## config.mk

```make
export PLATFORM = sky130hd
export DESIGN_NAME = tac_capture_buf
export DESIGN_NICKNAME = d
export VERILOG_FILES = /design/src/rtl/tac_capture_buf.sv
export SDC_FILE = /design/constraint.sdc
export NUM_CORES = 1
export LEC_CHECK = 0
export ABC_AREA = 1
export ABC_CLOCK_PERIOD_IN_PS = 2600
export CORE_MARGIN = 1.5
export CORE_UTILIZATION = 50
export DETAILED_ROUTE_END_ITERATION = 10
export PLACE_DENSITY = 0.65
export SYNTH_ARGS = -nofsm -noshare
export SYNTH_HDL_FRONTEND = slang
export SYNTH_SLANG_ARGS = --single-unit
```

## constraint.sdc

```tcl
create_clock -name clk_sys -period 2.6 [get_ports clk_sys]
set_input_delay 0.39 -clock clk_sys [delete_from_list [all_inputs] [get_ports clk_sys]]
set_output_delay 0.39 -clock clk_sys [all_outputs]
set_load 0.02 [all_outputs]
```

## src/rtl/tac_capture_buf.sv

```systemverilog
// Capture sample buffer: DEPTH x DATA_W circular store with registered
// readback.
//   clk_sys, rst_b : clock, synchronous active-low reset
//   clr            : synchronous clear of pointers and count (contents kept)
//   wr_en, wr_data : push one sample (ignored when full)
//   rd_en          : pop oldest sample into rd_data (ignored when empty)
//   rd_data        : last popped sample, held until the next pop
//   empty, count   : occupancy status
module tac_capture_buf #(
   parameter  int DEPTH  = 16,
   parameter  int DATA_W = 4,
   localparam int PTR_W  = $clog2(DEPTH),
   localparam int CNT_W  = PTR_W + 1
) (
   input  logic              clk_sys,
   input  logic              rst_b,
   input  logic              clr,
   input  logic              wr_en,
   input  logic [DATA_W-1:0] wr_data,
   input  logic              rd_en,
   output logic [DATA_W-1:0] rd_data,
   output logic              empty,
   output logic [CNT_W-1:0]  count
);

   logic [DATA_W-1:0] mem_q [DEPTH];
   logic [PTR_W-1:0]  wr_ptr_q, wr_ptr_d;
   logic [PTR_W-1:0]  rd_ptr_q, rd_ptr_d;
   logic [CNT_W-1:0]  count_q, count_d;
   logic [DATA_W-1:0] rd_data_q, rd_data_d;
   logic              full;
   logic              do_wr;
   logic              do_rd;

   always_comb begin
      full      = (count_q == CNT_W'(DEPTH));
      empty     = (count_q == '0);
      do_wr     = wr_en & ~full & ~clr;
      do_rd     = rd_en & ~empty & ~clr;
      wr_ptr_d  = wr_ptr_q;
      rd_ptr_d  = rd_ptr_q;
      count_d   = count_q;
      rd_data_d = rd_data_q;
      if (do_wr) begin
         wr_ptr_d = wr_ptr_q + PTR_W'(1);
      end
      if (do_rd) begin
         rd_ptr_d  = rd_ptr_q + PTR_W'(1);
         rd_data_d = mem_q[rd_ptr_q];
      end
      case ({do_wr, do_rd})
         2'b10:   count_d = count_q + CNT_W'(1);
         2'b01:   count_d = count_q - CNT_W'(1);
         default: count_d = count_q;
      endcase
      if (clr) begin
         wr_ptr_d = '0;
         rd_ptr_d = '0;
         count_d  = '0;
      end
   end

   always_ff @(posedge clk_sys) begin
      if (!rst_b) begin
         wr_ptr_q  <= '0;
         rd_ptr_q  <= '0;
         count_q   <= '0;
         rd_data_q <= '0;
      end else begin
         wr_ptr_q  <= wr_ptr_d;
         rd_ptr_q  <= rd_ptr_d;
         count_q   <= count_d;
         rd_data_q <= rd_data_d;
      end
   end

   // Storage needs no reset: pointers and count define what is valid.
   always_ff @(posedge clk_sys) begin
      if (do_wr) begin
         mem_q[wr_ptr_q] <= wr_data;
      end
   end

   assign rd_data = rd_data_q;
   assign count   = count_q;

endmodule

```

# Word level (Yosys, flattened, before mapping)
# Memories as Yosys holds them, arrays and structs flattened. A register that Yosys moved wholly into a read port is not among the register bits.
# Index checks and enable logic that the tools add are counted.
dict set report word_totals {
  ramBits 64
  wordCells 26
  out_inout_bits 10
  register_bits 13
  in_bits 9
  mem_count 1
}
dict set report classes {
  n_eq_ne 3
  n_bitwise 8
  n_reduce_logical 4
  muxes 3
  n_addsub 4
}
# memory words width rd rd_ports_with_merged_regs wr line
set mem_list {}
lappend mem_list {mem_q 16 4 1 1 1 26} ;# logic [DATA_W-1:0] mem_q [DEPTH];
# cell count
set op_table {}
lappend op_table {{$pmux 5 s2} 1}
lappend op_table {{$add 4x1->4 const B} 2}
lappend op_table {{$add 5x1->5 const B} 1}
lappend op_table {{$eq 5x5->1 const B} 1}
lappend op_table {{$logic_not 5->1} 1}
lappend op_table {{$sub 5x1->5 const B} 1}
lappend op_table {{$and 1x1->1} 4}
lappend op_table {{$not 1->1} 4}
lappend op_table {{$eq 2x1->1 const B} 1}
lappend op_table {{$eq 2x2->1 const B} 1}
lappend op_table {{$mux 1} 2}
lappend op_table {{$reduce_bool 2->1} 1}
lappend op_table {{$reduce_or 2->1} 1}
lappend op_table {{$logic_not 1->1} 1}

# Logic depth before layout (Yosys ltp)
dict set report depth {
  depth_word 6
  depth_mapped 16
  mapped_depth_nobuf 16
}

# Worst setup path before layout
# No wires, ideal clock.
dict set report synth_timing {
  path_type {register -> register}
  startpoint {register count_q[1] (netlist: count[1])}
  endpoint {register count_q[4] (netlist: count[4])}
  t_arrival_ns 2.195
  n_path_buf 1
  required_ns 2.482
  setup_slack_ns 0.288
  setup_ns 0.118
  stages_incl_launch_ff 17
  period_less_slack_ns 2.312
  cell_sequence {dfxtp_1 inv_1 nand4_2 nand2_2 nor2_4 buf_8 ha_1 inv_1 fa_1 inv_1 nand2_1 a21oi_1 nor2_1 nand2_1 nand2_1 nand2_1 a21oi_1}
}
dict set report synth_via {
  elab_chain_len 6
  elab_cells_between_ends 14
  classes_between {add/sub: 2; eq/ne: 3; mux: 1; bitwise: 6; reduce/logical: 2}
}
# element line
set synth_rtl {}
lappend synth_rtl {{start, declared} 29} ;# logic [CNT_W-1:0] count_q, count_d;
lappend synth_rtl {{start signal, assigned} 72} ;# count_q <= count_d;
lappend synth_rtl {{$logic_not 5->1 (*)} 37} ;# empty = (count_q == '0);
lappend synth_rtl {{$not 1->1 (*)} 39} ;# do_rd = rd_en & ~empty & ~clr;
lappend synth_rtl {{$and 1x1->1 (*) (2 in series)} 39}
lappend synth_rtl {{net do_rd} 33} ;# logic do_rd;
lappend synth_rtl {{$eq 2x1->1 or $eq 2x2->1 (tied branches)} 51} ;# case ({do_wr, do_rd})
lappend synth_rtl {{$pmux 5 s2 or $reduce_bool 2->1 (tied branches)} n/a}
# The timed path passes the listed nets; every way through them passes the cells marked *.
# A chain may end at the register's enable or synchronous reset.

# Worst setup path in the final report
dict set report layout_timing {
  startpoint {register count_q[1] (netlist: count[1])}
  endpoint {register count_q[4] (netlist: count[4])}
}
dict set report layout_via {
  elab_chain_len 6
  elab_cells_between_ends 14
  classes_between {add/sub: 2; eq/ne: 3; mux: 1; bitwise: 6; reduce/logical: 2}
}
# element line
set layout_rtl {}
lappend layout_rtl {{$eq 5x5->1 or $logic_not 5->1 (tied branches)} {36, 37}}
lappend layout_rtl {{$not 1->1 (on tied branches)} {38, 39}}
lappend layout_rtl {{$and 1x1->1 (on tied branches) (2 in series)} {38, 39}}
lappend layout_rtl {{$eq 2x1->1 or $eq 2x2->1 (tied branches)} 51}
lappend layout_rtl {{$pmux 5 s2 or $reduce_bool 2->1 (tied branches)} n/a}
# Parallel ways exist; a longest one is shown, timed or not.

==> impl_results.md <==
- RSZ-0062 raised after global routing: no
- Die X: 89.5 um
- Worst-Skew Late Latency: 350 ps
- Clock share of power: 33.8%
- Logic gate share of total power: 7.1%
- Final Cycle Share: 87.9%
- Total number of yosys warnings: 0
- Sw Ratio: 23.1%
- Status: completed
- Final Max Slew Viols: 0
- Placer Congestion: 0.868
- # hold bufs at CTS: 0
- Fmax: 438 MHz
- Die area: 0.00802 mm2
- P&R area growth vs syn: 11.6%
- Clk root buf: clkbuf_8
- Post-synthesis cell area: 0.00374 mm2
- Initial DRC count: 145
- Max rail drop VDD: 294 uV
- Post-DP HPWL: 5210 um
- Actual slew at the worst max-slew pin: 685 ps
- Die span in y: 89.5 um
- GRT Total Usage: 20.7%
- Final Critical Period: 2290 ps
- Top fanout value on the critical path: 4
- Reg clk slew, reported paths: 80 ps
- Post-CTS resize count: 0
- Power share of the sequential group: 59.1%
- CP endpoint kind: register
- Pleak: 1.72 nW
- Sequential cell area fraction in the yosys report: 60.4%
- Psw: 0.000553 W
- Sinks on Clock Net: 81
- Cts bufs inserted: 9
- Longest Clk Path Bufs: 2
- Most used cell, CP: nand2_1
- Mapped Nets: 413
- Core Util, Final: 57.6%
- Fill count: 689
- Internal power: 0.00184 W
- Yosys reg bits: 81
- Core area: 0.00725 mm2
- Post-CTS Setup Inserts: 0
- Max cap viols: 0
- Number of placed I/O pins: 19
- CP Class: reg -> reg
- Synthesized area per cell: 9.50 um2
- Drt drc: 0
- First-pass DRT Iterations: 4
- First-pass GRT wire length: 11800 um
- Netlist cell types: 26
- Nets: 436
- Final setup fails: 0
- Cell count after synthesis: 394
- CP Cell Sequence: inv_1, nand4_1, nand2_1, nor2_4, inv_1, ha_1, buf_4, ha_1, nand2_1, a21oi_1, nor2_1, nand2_1, nand2_1, nand2_1, a21oi_1
- Most common cell after layout, fill and taps aside: nand2_1
- Via Count: 2604
- Initial core utilization: 51.6%
- Top cell type's share of synthesized area: 51.3%
- Crit path largest cell delay: 400 ps
- Post-DR wirelength/cell: 14.4 um
- Port bufs: 18
- ANT nets after route: 0
- Vias per Instance: 5.00
- CTS tree: yes
- Critical path's slowest cell: dfxtp_1
- Share of cells above drive strength 1: 6.87%
- WL final: 7530 um
- HP Class: reg -> reg
- Crit start category: register
- FP Rows: 31
- CTS H-tree lvls: 3
- GRT Residual Overflow: 0
- Slew Limit Headroom: 54.2%
- Largest net degree at the start of global routing: 35
- CP arrival: 2520 ps
- Crit path required time: 2830 ps
- Pwr dens: 573 mW/mm2
- Vias in the first global route: 2471
- Top cell type by total area after synthesis: edfxtp_1
- Ant diodes: 0
- Final Hold Violating Endpoints: 0
- Fin Setup TNS: 0 ps
- Layout Skew: 10.3 ps
- Top post-synthesis cells by area: edfxtp_1, nand2_1, dfxtp_1
- Antenna violations before repair: 0
- Most frequent cells in the layout: nand2_1, edfxtp_1, inv_1, nand3_1, nor2_1
[metrics by stage]
| step | power, W | cell area (um2) | setup WS (ps) | hold WS [ps] | instances |
|---|---|---|---|---|---|
| floorplan | 0.00154 | 3740 | 288 | 478 | 394 |
| global placement | 0.00161 | 4000 | 155 | 499 | 505 |
| detailed placement | 0.00161 | 4000 | 88.9 | 501 | 505 |
| CTS | 0.00242 | 4180 | 312 | 524 | 521 |
| global route | 0.00248 | 4180 | 150 | 563 | 521 |
| finish | 0.00239 | 4180 | 315 | 522 | 521 |
[worst paths after layout]
| path | to | from | cells after the start | slack (ps) |
|---|---|---|---|---|
| max | count[4] | count[1] | 15 | 310 |
| min | wr_ptr_q[3] | wr_ptr_q[3] | 2 | 520 |
| max reg2reg | count[4] | count[1] | 15 | 310 |
| min reg2reg | wr_ptr_q[3] | wr_ptr_q[3] | 2 | 520 |
[state kept, by name, indices dropped and copies added (netlist names)]
signal and flops:
mem_q 64, wr_ptr_q 4, count 5, rd_ptr_q 4, rd_data 4
[critical path, delay by kind of cell (launching register included)]
kind | cells | cell delay, ps
flip-flops | 1 | 400
adder cells (fa/ha/maj) | 2 | 560
AND/OR/NAND/NOR | 8 | 640
buffers and inverters | 3 | 350
AO/OA/AOI/OAI | 2 | 220
[cells by family (layout without fill, tap and decap cells)]
group | after synthesis | count (layout) | share of synthesized area, %
flops | 81 | 81 | 60.4
fa+ha+maj | 10 | 10 | 3.54
compound gates | 24 | 24 | 3.54
xor+xnor | 6 | 6 | 1.40
simple gates | 201 | 201 | 22.6
buf+inv | 72 | 100 | 8.46
[layout make-up]
| class | instances | area, um2 | area share [%] |
|---|---|---|---|
| Multi-Input combinational cell | 241 | 1160 | 27.9 |
| Tap cell | 99 | 124 | 2.97 |
| Sequential cell | 81 | 2260 | 54.2 |
| Timing Repair Buffer | 24 | 225 | 5.39 |
| Clock inverter | 5 | 31.3 | 0.749 |
| Inverter | 60 | 228 | 5.45 |
| Clock buffer | 11 | 141 | 3.39 |
[power groups by stage]
| stage | Sequential, W | Clock [W] | Combinational, W |
|---|---|---|---|
| detailed placement | 0.00144 | 0 | 0.000170 |
| global route | 0.00142 | 0.000876 | 0.000188 |
| global placement | 0.00144 | 0 | 0.000166 |
| CTS | 0.00141 | 0.000830 | 0.000171 |
| finish | 0.00141 | 0.000808 | 0.000169 |
| floorplan | 0.00145 | 0 | 0.0000902 |
[cell usage after synthesis, drive strengths merged]
library cell and number:
a21oi 13, buf 12, dfxtp 17, edfxtp 64
fa 1, ha 9, inv 60, nand2 127
nand3 49, nand4 2, nor2 23, o21a 4
o21ai 6, o21bai 1, xnor2 1, xor2 5
[per-layer routing]
metal	track usage (%)	wire [um]	vias up
li1	-	-	1317
met3	3.97	326	17
met1	26.3	3340	1219
met4	11.5	248	0
met5	0	0	-
met2	33.4	3620	51
Power figures use the tool's default switching activity.
